$ cat src/rtl/writeback_stage_if.sv
// rtl/writeback_stage_if.sv - retire handshake, memory return and RF write port bundle
interface writeback_stage_if;
  logic        in_valid;
  logic        in_ready;
  logic        in_reg_write;
  logic [4:0]  in_rd;
  logic [1:0]  in_WBSel;
  logic [2:0]  in_funct3;
  logic [31:0] in_PC;
  logic [31:0] in_ALU_out;
  logic        dmem_rvalid;
  logic [31:0] dmem_rdata;
  logic        wb_write_enable;
  logic [4:0]  wb_rd;
  logic [1:0]  wb_WBSel;
  logic [31:0] wb_PC;
  logic [31:0] wb_ALU_out;
  logic [31:0] wb_dmem_out;
  logic        busy;
  logic        load_fault;

  modport slave (
    input  in_valid, in_reg_write, in_rd, in_WBSel, in_funct3, in_PC, in_ALU_out,
    input  dmem_rvalid, dmem_rdata,
    output in_ready, wb_write_enable, wb_rd, wb_WBSel, wb_PC, wb_ALU_out, wb_dmem_out,
    output busy, load_fault
  );

  modport master (
    output in_valid, in_reg_write, in_rd, in_WBSel, in_funct3, in_PC, in_ALU_out,
    output dmem_rvalid, dmem_rdata,
    input  in_ready, wb_write_enable, wb_rd, wb_WBSel, wb_PC, wb_ALU_out, wb_dmem_out,
    input  busy, load_fault
  );
endinterface

$ cat src/rtl/writeback_stage.sv
// rtl/writeback_stage.sv - retires MEM-stage instructions, waits on and extends load data, drives one RF write each
module writeback_stage #(
  parameter int MEM_TIMEOUT = 16,
  parameter int CNT_W       = 5
) (
  input logic              clk,
  input logic              rst,
  writeback_stage_if.slave bus
);
  typedef enum logic [1:0] {IDLE, WAIT_MEM, COMMIT} state_t;

  state_t      state, state_next;
  logic [CNT_W-1:0] cnt;
  logic        cap_reg_write;
  logic [2:0]  cap_funct3;
  logic [4:0]  rd_q;
  logic [1:0]  wbsel_q;
  logic [31:0] pc_q, alu_q, dmem_q;
  logic        we_q, fault_q;

  logic        accept, in_is_load, in_misaligned;
  logic        capture, take_data, we_next, fault_next, cnt_inc;
  logic [7:0]  byte_sel;
  logic [15:0] half_sel;
  logic [31:0] load_ext;

  assign bus.in_ready = (state == IDLE) || (state == COMMIT);
  assign accept       = bus.in_valid && bus.in_ready;
  assign in_is_load   = (bus.in_WBSel == 2'd0) && bus.in_reg_write;

  // Undefined load encodings are rejected exactly like a misaligned access.
  always_comb begin
    in_misaligned = 1'b0;
    case (bus.in_funct3)
      3'b000, 3'b100: in_misaligned = 1'b0;
      3'b001, 3'b101: in_misaligned = bus.in_ALU_out[0];
      3'b010:         in_misaligned = |bus.in_ALU_out[1:0];
      default:        in_misaligned = 1'b1;
    endcase
  end

  always_comb begin
    byte_sel = bus.dmem_rdata[7:0];
    case (alu_q[1:0])
      2'd0: byte_sel = bus.dmem_rdata[7:0];
      2'd1: byte_sel = bus.dmem_rdata[15:8];
      2'd2: byte_sel = bus.dmem_rdata[23:16];
      2'd3: byte_sel = bus.dmem_rdata[31:24];
      default: byte_sel = bus.dmem_rdata[7:0];
    endcase
    half_sel = alu_q[1] ? bus.dmem_rdata[31:16] : bus.dmem_rdata[15:0];
    load_ext = bus.dmem_rdata;
    case (cap_funct3)
      3'b000:  load_ext = {{24{byte_sel[7]}}, byte_sel};
      3'b100:  load_ext = {24'd0, byte_sel};
      3'b001:  load_ext = {{16{half_sel[15]}}, half_sel};
      3'b101:  load_ext = {16'd0, half_sel};
      default: load_ext = bus.dmem_rdata;
    endcase
  end

  always_comb begin
    state_next = state;
    capture    = 1'b0;
    take_data  = 1'b0;
    we_next    = 1'b0;
    fault_next = 1'b0;
    cnt_inc    = 1'b0;
    case (state)
      IDLE, COMMIT: begin
        state_next = IDLE;
        if (accept) begin
          capture = 1'b1;
          if (in_is_load && in_misaligned) begin
            fault_next = 1'b1;
          end else if (in_is_load) begin
            state_next = WAIT_MEM;
          end else begin
            state_next = COMMIT;
            we_next    = bus.in_reg_write && (bus.in_rd != 5'd0);
          end
        end
      end
      WAIT_MEM: begin
        // Data arriving on the final timeout cycle still counts.
        if (bus.dmem_rvalid) begin
          take_data  = 1'b1;
          state_next = COMMIT;
          we_next    = cap_reg_write && (rd_q != 5'd0);
        end else if (cnt == CNT_W'(MEM_TIMEOUT - 1)) begin
          fault_next = 1'b1;
          state_next = IDLE;
        end else begin
          cnt_inc = 1'b1;
        end
      end
      default: state_next = IDLE;
    endcase
  end

  always_ff @(posedge clk or posedge rst) begin
    if (rst) state <= IDLE;
    else     state <= state_next;
  end

  always_ff @(posedge clk or posedge rst) begin
    if (rst) begin
      cnt           <= '0;
      cap_reg_write <= 1'b0;
      cap_funct3    <= 3'd0;
      rd_q          <= 5'd0;
      wbsel_q       <= 2'd0;
      pc_q          <= 32'd0;
      alu_q         <= 32'd0;
      dmem_q        <= 32'd0;
      we_q          <= 1'b0;
      fault_q       <= 1'b0;
    end else begin
      we_q    <= we_next;
      fault_q <= fault_next;
      if (capture) begin
        cap_reg_write <= bus.in_reg_write;
        cap_funct3    <= bus.in_funct3;
        rd_q          <= bus.in_rd;
        wbsel_q       <= (bus.in_WBSel == 2'd3) ? 2'd2 : bus.in_WBSel;
        pc_q          <= bus.in_PC;
        alu_q         <= bus.in_ALU_out;
        cnt           <= '0;
      end else if (cnt_inc) begin
        cnt <= cnt + 1'b1;
      end
      if (take_data) dmem_q <= load_ext;
    end
  end

  assign bus.wb_write_enable = we_q;
  assign bus.wb_rd           = rd_q;
  assign bus.wb_WBSel        = wbsel_q;
  assign bus.wb_PC           = pc_q;
  assign bus.wb_ALU_out      = alu_q;
  assign bus.wb_dmem_out     = dmem_q;
  assign bus.busy            = (state != IDLE);
  assign bus.load_fault      = fault_q;
endmodule

$ cat src/flat_wrapper.sv
// flat-port wrapper written by rule: the top's interface ports become plain ports
module writeback_stage_flat 
#(
  parameter int MEM_TIMEOUT = 16,
  parameter int CNT_W       = 5
)
  (clk, rst, bus_in_valid, bus_in_reg_write, bus_in_rd, bus_in_WBSel, bus_in_funct3, bus_in_PC, bus_in_ALU_out, bus_dmem_rvalid, bus_dmem_rdata, bus_in_ready, bus_wb_write_enable, bus_wb_rd, bus_wb_WBSel, bus_wb_PC, bus_wb_ALU_out, bus_wb_dmem_out, bus_busy, bus_load_fault);
  writeback_stage_if bus_i ();
  input logic clk;
  input logic rst;
  input wire logic [$bits(bus_i.in_valid)-1:0] bus_in_valid;
  input wire logic [$bits(bus_i.in_reg_write)-1:0] bus_in_reg_write;
  input wire logic [$bits(bus_i.in_rd)-1:0] bus_in_rd;
  input wire logic [$bits(bus_i.in_WBSel)-1:0] bus_in_WBSel;
  input wire logic [$bits(bus_i.in_funct3)-1:0] bus_in_funct3;
  input wire logic [$bits(bus_i.in_PC)-1:0] bus_in_PC;
  input wire logic [$bits(bus_i.in_ALU_out)-1:0] bus_in_ALU_out;
  input wire logic [$bits(bus_i.dmem_rvalid)-1:0] bus_dmem_rvalid;
  input wire logic [$bits(bus_i.dmem_rdata)-1:0] bus_dmem_rdata;
  output wire logic [$bits(bus_i.in_ready)-1:0] bus_in_ready;
  output wire logic [$bits(bus_i.wb_write_enable)-1:0] bus_wb_write_enable;
  output wire logic [$bits(bus_i.wb_rd)-1:0] bus_wb_rd;
  output wire logic [$bits(bus_i.wb_WBSel)-1:0] bus_wb_WBSel;
  output wire logic [$bits(bus_i.wb_PC)-1:0] bus_wb_PC;
  output wire logic [$bits(bus_i.wb_ALU_out)-1:0] bus_wb_ALU_out;
  output wire logic [$bits(bus_i.wb_dmem_out)-1:0] bus_wb_dmem_out;
  output wire logic [$bits(bus_i.busy)-1:0] bus_busy;
  output wire logic [$bits(bus_i.load_fault)-1:0] bus_load_fault;
  assign bus_i.in_valid = bus_in_valid;
  assign bus_i.in_reg_write = bus_in_reg_write;
  assign bus_i.in_rd = bus_in_rd;
  assign bus_i.in_WBSel = bus_in_WBSel;
  assign bus_i.in_funct3 = bus_in_funct3;
  assign bus_i.in_PC = bus_in_PC;
  assign bus_i.in_ALU_out = bus_in_ALU_out;
  assign bus_i.dmem_rvalid = bus_dmem_rvalid;
  assign bus_i.dmem_rdata = bus_dmem_rdata;
  assign bus_in_ready = bus_i.in_ready;
  assign bus_wb_write_enable = bus_i.wb_write_enable;
  assign bus_wb_rd = bus_i.wb_rd;
  assign bus_wb_WBSel = bus_i.wb_WBSel;
  assign bus_wb_PC = bus_i.wb_PC;
  assign bus_wb_ALU_out = bus_i.wb_ALU_out;
  assign bus_wb_dmem_out = bus_i.wb_dmem_out;
  assign bus_busy = bus_i.busy;
  assign bus_load_fault = bus_i.load_fault;
  writeback_stage #(.MEM_TIMEOUT(MEM_TIMEOUT), .CNT_W(CNT_W)) u_core (.clk(clk), .rst(rst), .bus(bus_i));
endmodule
$ cat config.mk
export PLATFORM = sky130hd
export DESIGN_NAME = writeback_stage_flat
export DESIGN_NICKNAME = d
export VERILOG_FILES = /design/src/rtl/writeback_stage_if.sv /design/src/rtl/writeback_stage.sv /design/src/flat_wrapper.sv
export SDC_FILE = /design/constraint.sdc
export NUM_CORES = 1
export LEC_CHECK = 0
export BUFFER_PORTS_ARGS = -buffer_cell sky130_fd_sc_hd__buf_2
export CAP_MARGIN = 20
export CORE_AREA = 2 2 107 109
export DETAILED_ROUTE_END_ITERATION = 7
export DIE_AREA = 0 0 109 111
export PLACE_DENSITY = 0.75
export SYNTH_ARGS = -nofsm -noshare
export SYNTH_HDL_FRONTEND = slang
export SYNTH_SLANG_ARGS = --single-unit
$ cat constraint.sdc
create_clock -name clk -period 5.1 [get_ports clk]
set_input_delay 1.275 -clock clk [delete_from_list [all_inputs] [get_ports clk]]
set_output_delay 1.275 -clock clk [all_outputs]
set_load 0.05 [all_outputs]
Word-level counts from Yosys, hierarchy flattened
Cells that the tools add are included.
{ "word_totals": {"reg_bits": 116, "inputBits": 111, "out_inout_bits": 107} }
{ "op_classes": {"n_addsub": 1, "n_eq_ne": 15, "mux": 30, "reduce_logical": 19} }
{ "ops": {"columns": ["cell", "count"], "rows": [
  ["case mux 32 bit (4 select lines)", 1],
  ["case mux 8 bit (4 select lines)", 1],
  ["2-to-1 mux 16 bit", 1],
  ["2-to-1 mux 1 bit", 15],
  ["equality test 3 bit, second input constant", 4],
  ["2-to-1 mux 2 bit", 6],
  ["2-to-1 mux 5 bit", 2],
  ["nonzero test 5 bit", 2],
  ["equality test 2 bit, second input constant", 4],
  ["OR reduction 2 bit", 4],
  ["equality test 3 x 1 -> 1 bit, second input constant", 2],
  ["zero test 2 bit", 3],
  ["zero test 3 bit", 2],
  ["adder 5 x 1 -> 5 bit, second input constant", 1],
  ["equality test 5 x 4 -> 1 bit, second input constant", 1],
  ["logical AND 1 bit", 5],
  ["equality test 2 x 1 -> 1 bit, second input constant", 2],
  ["case mux 1 bit (2 select lines)", 2],
  ["case mux 2 bit (2 select lines)", 1],
  ["nonzero test 2 bit", 2],
  ["equality test 3 x 2 -> 1 bit, second input constant", 1],
  ["inequality test 3 x 2 -> 1 bit, second input constant", 1],
  ["case mux 1 bit (3 select lines)", 1],
  ["logical OR 1 bit", 1]
]} }

Logic depth before layout (Yosys ltp)
{ "logic_depth": {"word_depth": 7, "ltp_mapped": 7, "ltp_nobuf": 7} }

Worst setup path before layout
OpenSTA, ideal clock, no wires.
{ "synth_timing": {"kind": "input -> register", "start": "input bus_in_valid", "end": "register u_core.pc_q[10], in the netlist u_core.bus.wb_PC[10]", "setup_time_ns": 0.125, "arrival_ns": 2.139, "path_slack_ns": 2.837, "stages": 4, "path_buffers": 2, "cell_sequence": "nor2b_2 > buf_4 > buf_2 > mux2_2"} }
{ "synth_between": {"elab_chain_len": 3} }
{ "synth_rtl": {"columns": ["element", "line_no", "source"], "rows": [
  ["start, declared", "flat_wrapper.sv:11", "input wire logic [$bits(bus_i.in_valid)-1:0] bus_in_valid;"],
  ["logical AND 1 bit", "writeback_stage.sv:28", "assign accept = bus.in_valid && bus.in_ready;"],
  ["2-to-1 mux 1 bit", "writeback_stage.sv:72", "if (accept) begin"],
  ["2-to-1 mux 1 bit", "writeback_stage.sv:69", "case (state)"],
  ["end signal, assigned", "writeback_stage.sv:126", "pc_q <= bus.in_PC;"],
  ["end, declared", "writeback_stage.sv:18", "logic [31:0] pc_q, alu_q, dmem_q;"]
]} }
Every way passes these cells.
A chain may end at the register's enable or synchronous reset.

Final worst setup path
{ "layout_timing": {"start": "register u_core.alu_q[1], in the netlist u_core.bus.wb_ALU_out[1]", "end": "output bus_wb_ALU_out[1]"} }
{ "layout_lines": {"columns": ["element", "line_no", "source"], "rows": [
  ["start, declared", "writeback_stage.sv:18", null],
  ["start signal, assigned", "writeback_stage.sv:127", "alu_q <= bus.in_ALU_out;"],
  ["end, declared", "flat_wrapper.sv:25", "output wire logic [$bits(bus_i.wb_ALU_out)-1:0] bus_wb_ALU_out;"]
]} }
No word-level cell between the ends.

==> metrics.yaml <==
postSynthCellCount: 403
yosysTopAreaCellShare_pct: 58.1
grt-ovfl-total: 0
hold_viol_final: 0
worstSetupPathType: "reg2out"
leakagePower_uw: 0.00336
synthAdderAreaFrac_pct: 0.501
cts_tree: "done"
async_flop_share_pct: 100
hold_path.class: "reg2reg"
gp_congestion: 0.806
min_period_ns: 2.87
cts_hold_buf: 0
nNetsFinal: 731
ys_seq_elements: 116
dominantRegCellSynth: "dfrtp_1"
yosys.area.top_type: "dfrtp_1"
ys_top_cells_by_area: "dfrtp_1, mux2_2, a21oi_1"
cts-root-buf: "clkbuf_16"
num_rows: 39
synth_compound_area_share_pct: 9.94
required_ns: 3.83
avgSynthCellArea_um2: 12.4
cts.clk_slew.worst_paths_ns: 0.05
fmax_ghz: 0.348
cts_setup_buffers: 0
tightest_slew_ns: 0.948
htreeDepth: 4
coreArea_mm2: 0.0111
cp_max_fo: 17
grt_max_degree: 77
multiInputGateArea_mm2: 0.00193
dieArea_mm2: 0.0121
place_ws_ns: 2.00
antenna_found_initial: 1
wl_per_cell_um: 17.9
critPathSlowestCell: "dfrtp_1"
area_growth_pct: 36.9
seq_area_mm2: 0.00290
setup_slack_ns: 2.23
max-slew-margin-rel_pct: 36.8
max_stage_delay_ns: 0.80
grt_pass1_wl_um: 21500
netlist_area_mm2: 0.00499
vias: 4083
grt_pass1_vias: 4299
critPathCaptureType: "output port"
drc: 0
synth_nets: 516
die_height_um: 111
tns_ns: 0
fin_crit_sh_pct: 56.3
synth_edf_count: 0
pin_count: 218
routed_wl_um: 13800
synth-seq-area-share_pct: 58.1
dp_hpwl_um: 9900
drv_cap: 0
clock_latency_ns: 0.41
die_w_um: 109
ant_nets: 0
cts_resized: 0
critPathBufInv: 1
track_usage_pct: 23.3
layout-drive-gt1-share_pct: 53.1
path_cells: "buf_2"
crit_family: "flip-flops"
first_pass_iters: 5
dpl.cell_count: 741
clock_sinks: 116
fillers: 902
start_util_pct: 45.1
power_density_mw_per_mm2: 501
portBuffers: 217
synth-simple-area-share_pct: 9.17
cp.arrival_ns: 1.60
rsz0062_at_grt: "no"
cts_max_path_buffers: 2
ir_drop_mv: 0.264
synth_top_family_by_area: "multiplexers"
via_per_inst: 5.27
ys_types: 48
cts_made_buffers: 17
first_iter_violations: 223
fin_worst_skew_ns: 0.00541
setup-violations-final: 0
synth_xor_area_share_pct: 0.526
ys_warn_count: 0
finalMaxSlewViolations: 0
final_cells: 775
status: "finished, final reports clean"
synth_mux_area_share_pct: 18.4
cp-start-kind: "register"
per-layer routing:
layer  track usage, %  vias up  part of all wire, %
met1             28.0     1981                   39
met4             9.74        0                  2.3
met2             37.3      197                   49
met3             8.94       30                  9.8
li1                 -     1875                    -
met5                0        -                    0
final timing paths:
path / from / end / slack (ns) / cells past startpoint
setup / recovery: u_core.bus.wb_ALU_out[1] / bus_wb_ALU_out[1] / 2.23 / 1
hold / removal: u_core.bus.wb_PC[18] / u_core.bus.wb_PC[18] / 0.50 / 1
setup reg to reg: u_core.state[0] / u_core.bus.wb_write_enable / 2.85 / 4
hold reg to reg: u_core.bus.wb_PC[18] / u_core.bus.wb_PC[18] / 0.50 / 1
max in group asynchronous: rst / u_core.bus.wb_ALU_out[26] / 2.92 / 3
min in group asynchronous: rst / u_core.bus.wb_PC[9] / 1.08 / 2
metrics by stage:
stage          instance area (um^2)  hold slack, ns  util, %  total power [uW]
6_report                       6840           0.500     61.7              3420
5_1_grt                        6830           0.507     61.7              3550
4_1_cts                        6810           0.502     61.4              3440
3_5_place_dp                   6160           0.490     55.6              2150
3_3_place_gp                   6150           0.486     55.5              2120
2_1_floorplan                  4990           0.486        -              1890
cells in the mapped netlist, types with 2 or more instances:
cell type and count:
dfrtp_1 116, nor3_1 2, or4_1 2, o21ai_0 7, buf_6 2, buf_2 9
a21oi_1 42, nor2b_1 2, clkbuf_1 10, buf_4 5, mux2i_1 11, inv_1 5
o21ai_1 4, or3_1 4, nand2_1 24, and3_1 12, a221o_1 8, ha_1 2
o21bai_1 3, nand3b_1 2, mux2_2 72, o31a_1 2, xor2_1 2, nor2_1 31
sequential cells by signal, indices dropped and copies added (netlist names):
| signal | flops |
|---|---|
| u_core.bus.wb_PC | 32 |
| u_core.cap_reg_write | 1 |
| u_core.bus.load_fault | 1 |
| u_core.bus.wb_ALU_out | 32 |
| u_core.bus.wb_write_enable | 1 |
| u_core.bus.wb_WBSel | 2 |
| u_core.cnt | 5 |
| u_core.state | 2 |
| u_core.bus.wb_dmem_out | 32 |
| u_core.cap_funct3 | 3 |
| u_core.bus.wb_rd | 5 |
power breakdown:
| part | internal [uW] | total (uW) | switching [uW] |
|---|---|---|---|
| registers | 1070 | 1170 | 99.3 |
| logic | 257 | 971 | 715 |
| clock network | 858 | 1290 | 428 |
| total | 2180 | 3420 | 1240 |
cells in the final DEF (no fill, tap or decap), types with 2 or more instances in the layout:
cell / Yosys / layout
buf_2: 9 / 217
clkbuf_8: 0 / 3
clkbuf_16: 0 / 17
o21ai_0: 7 / 7
nand3b_1: 2 / 2
bufinv_16: 0 / 4
mux2_2: 72 / 72
a221o_1: 8 / 8
a21oi_1: 42 / 42
nor3_1: 2 / 2
nor2_1: 31 / 31
inv_1: 5 / 4
o21bai_1: 3 / 3
buf_4: 5 / 3
ha_1: 2 / 2
and3_1: 12 / 12
o31a_1: 2 / 2
clkinvlp_4: 0 / 3
o21ai_1: 4 / 4
clkinv_4: 0 / 2
or4_1: 2 / 2
nand2_1: 24 / 24
dfrtp_1: 116 / 116
nor2b_1: 2 / 2
mux2i_1: 11 / 11
or3_1: 4 / 4
xor2_1: 2 / 2
final cells by class:
cell class	instances	area share, %
diodes	1	0.0366
clock inverters	11	2.54
clock buffers	21	6.88
repair buffers	222	16.8
well taps	143	2.62
flip-flops and latches	116	42.5
multi-input cells	255	28.3
inverters	6	0.366
cells by family after synthesis:
| logic type | count (synthesis) |
|---|---|
| muxes | 83 |
| adders and majority gates | 2 |
| DFF | 116 |
| xor gates and xnor gates | 3 |
| AOI/OAI and AO/OA | 79 |
| buffers and inverters | 32 |
| and+or+nand+nor | 88 |
(Power assumes the default switching activity.)
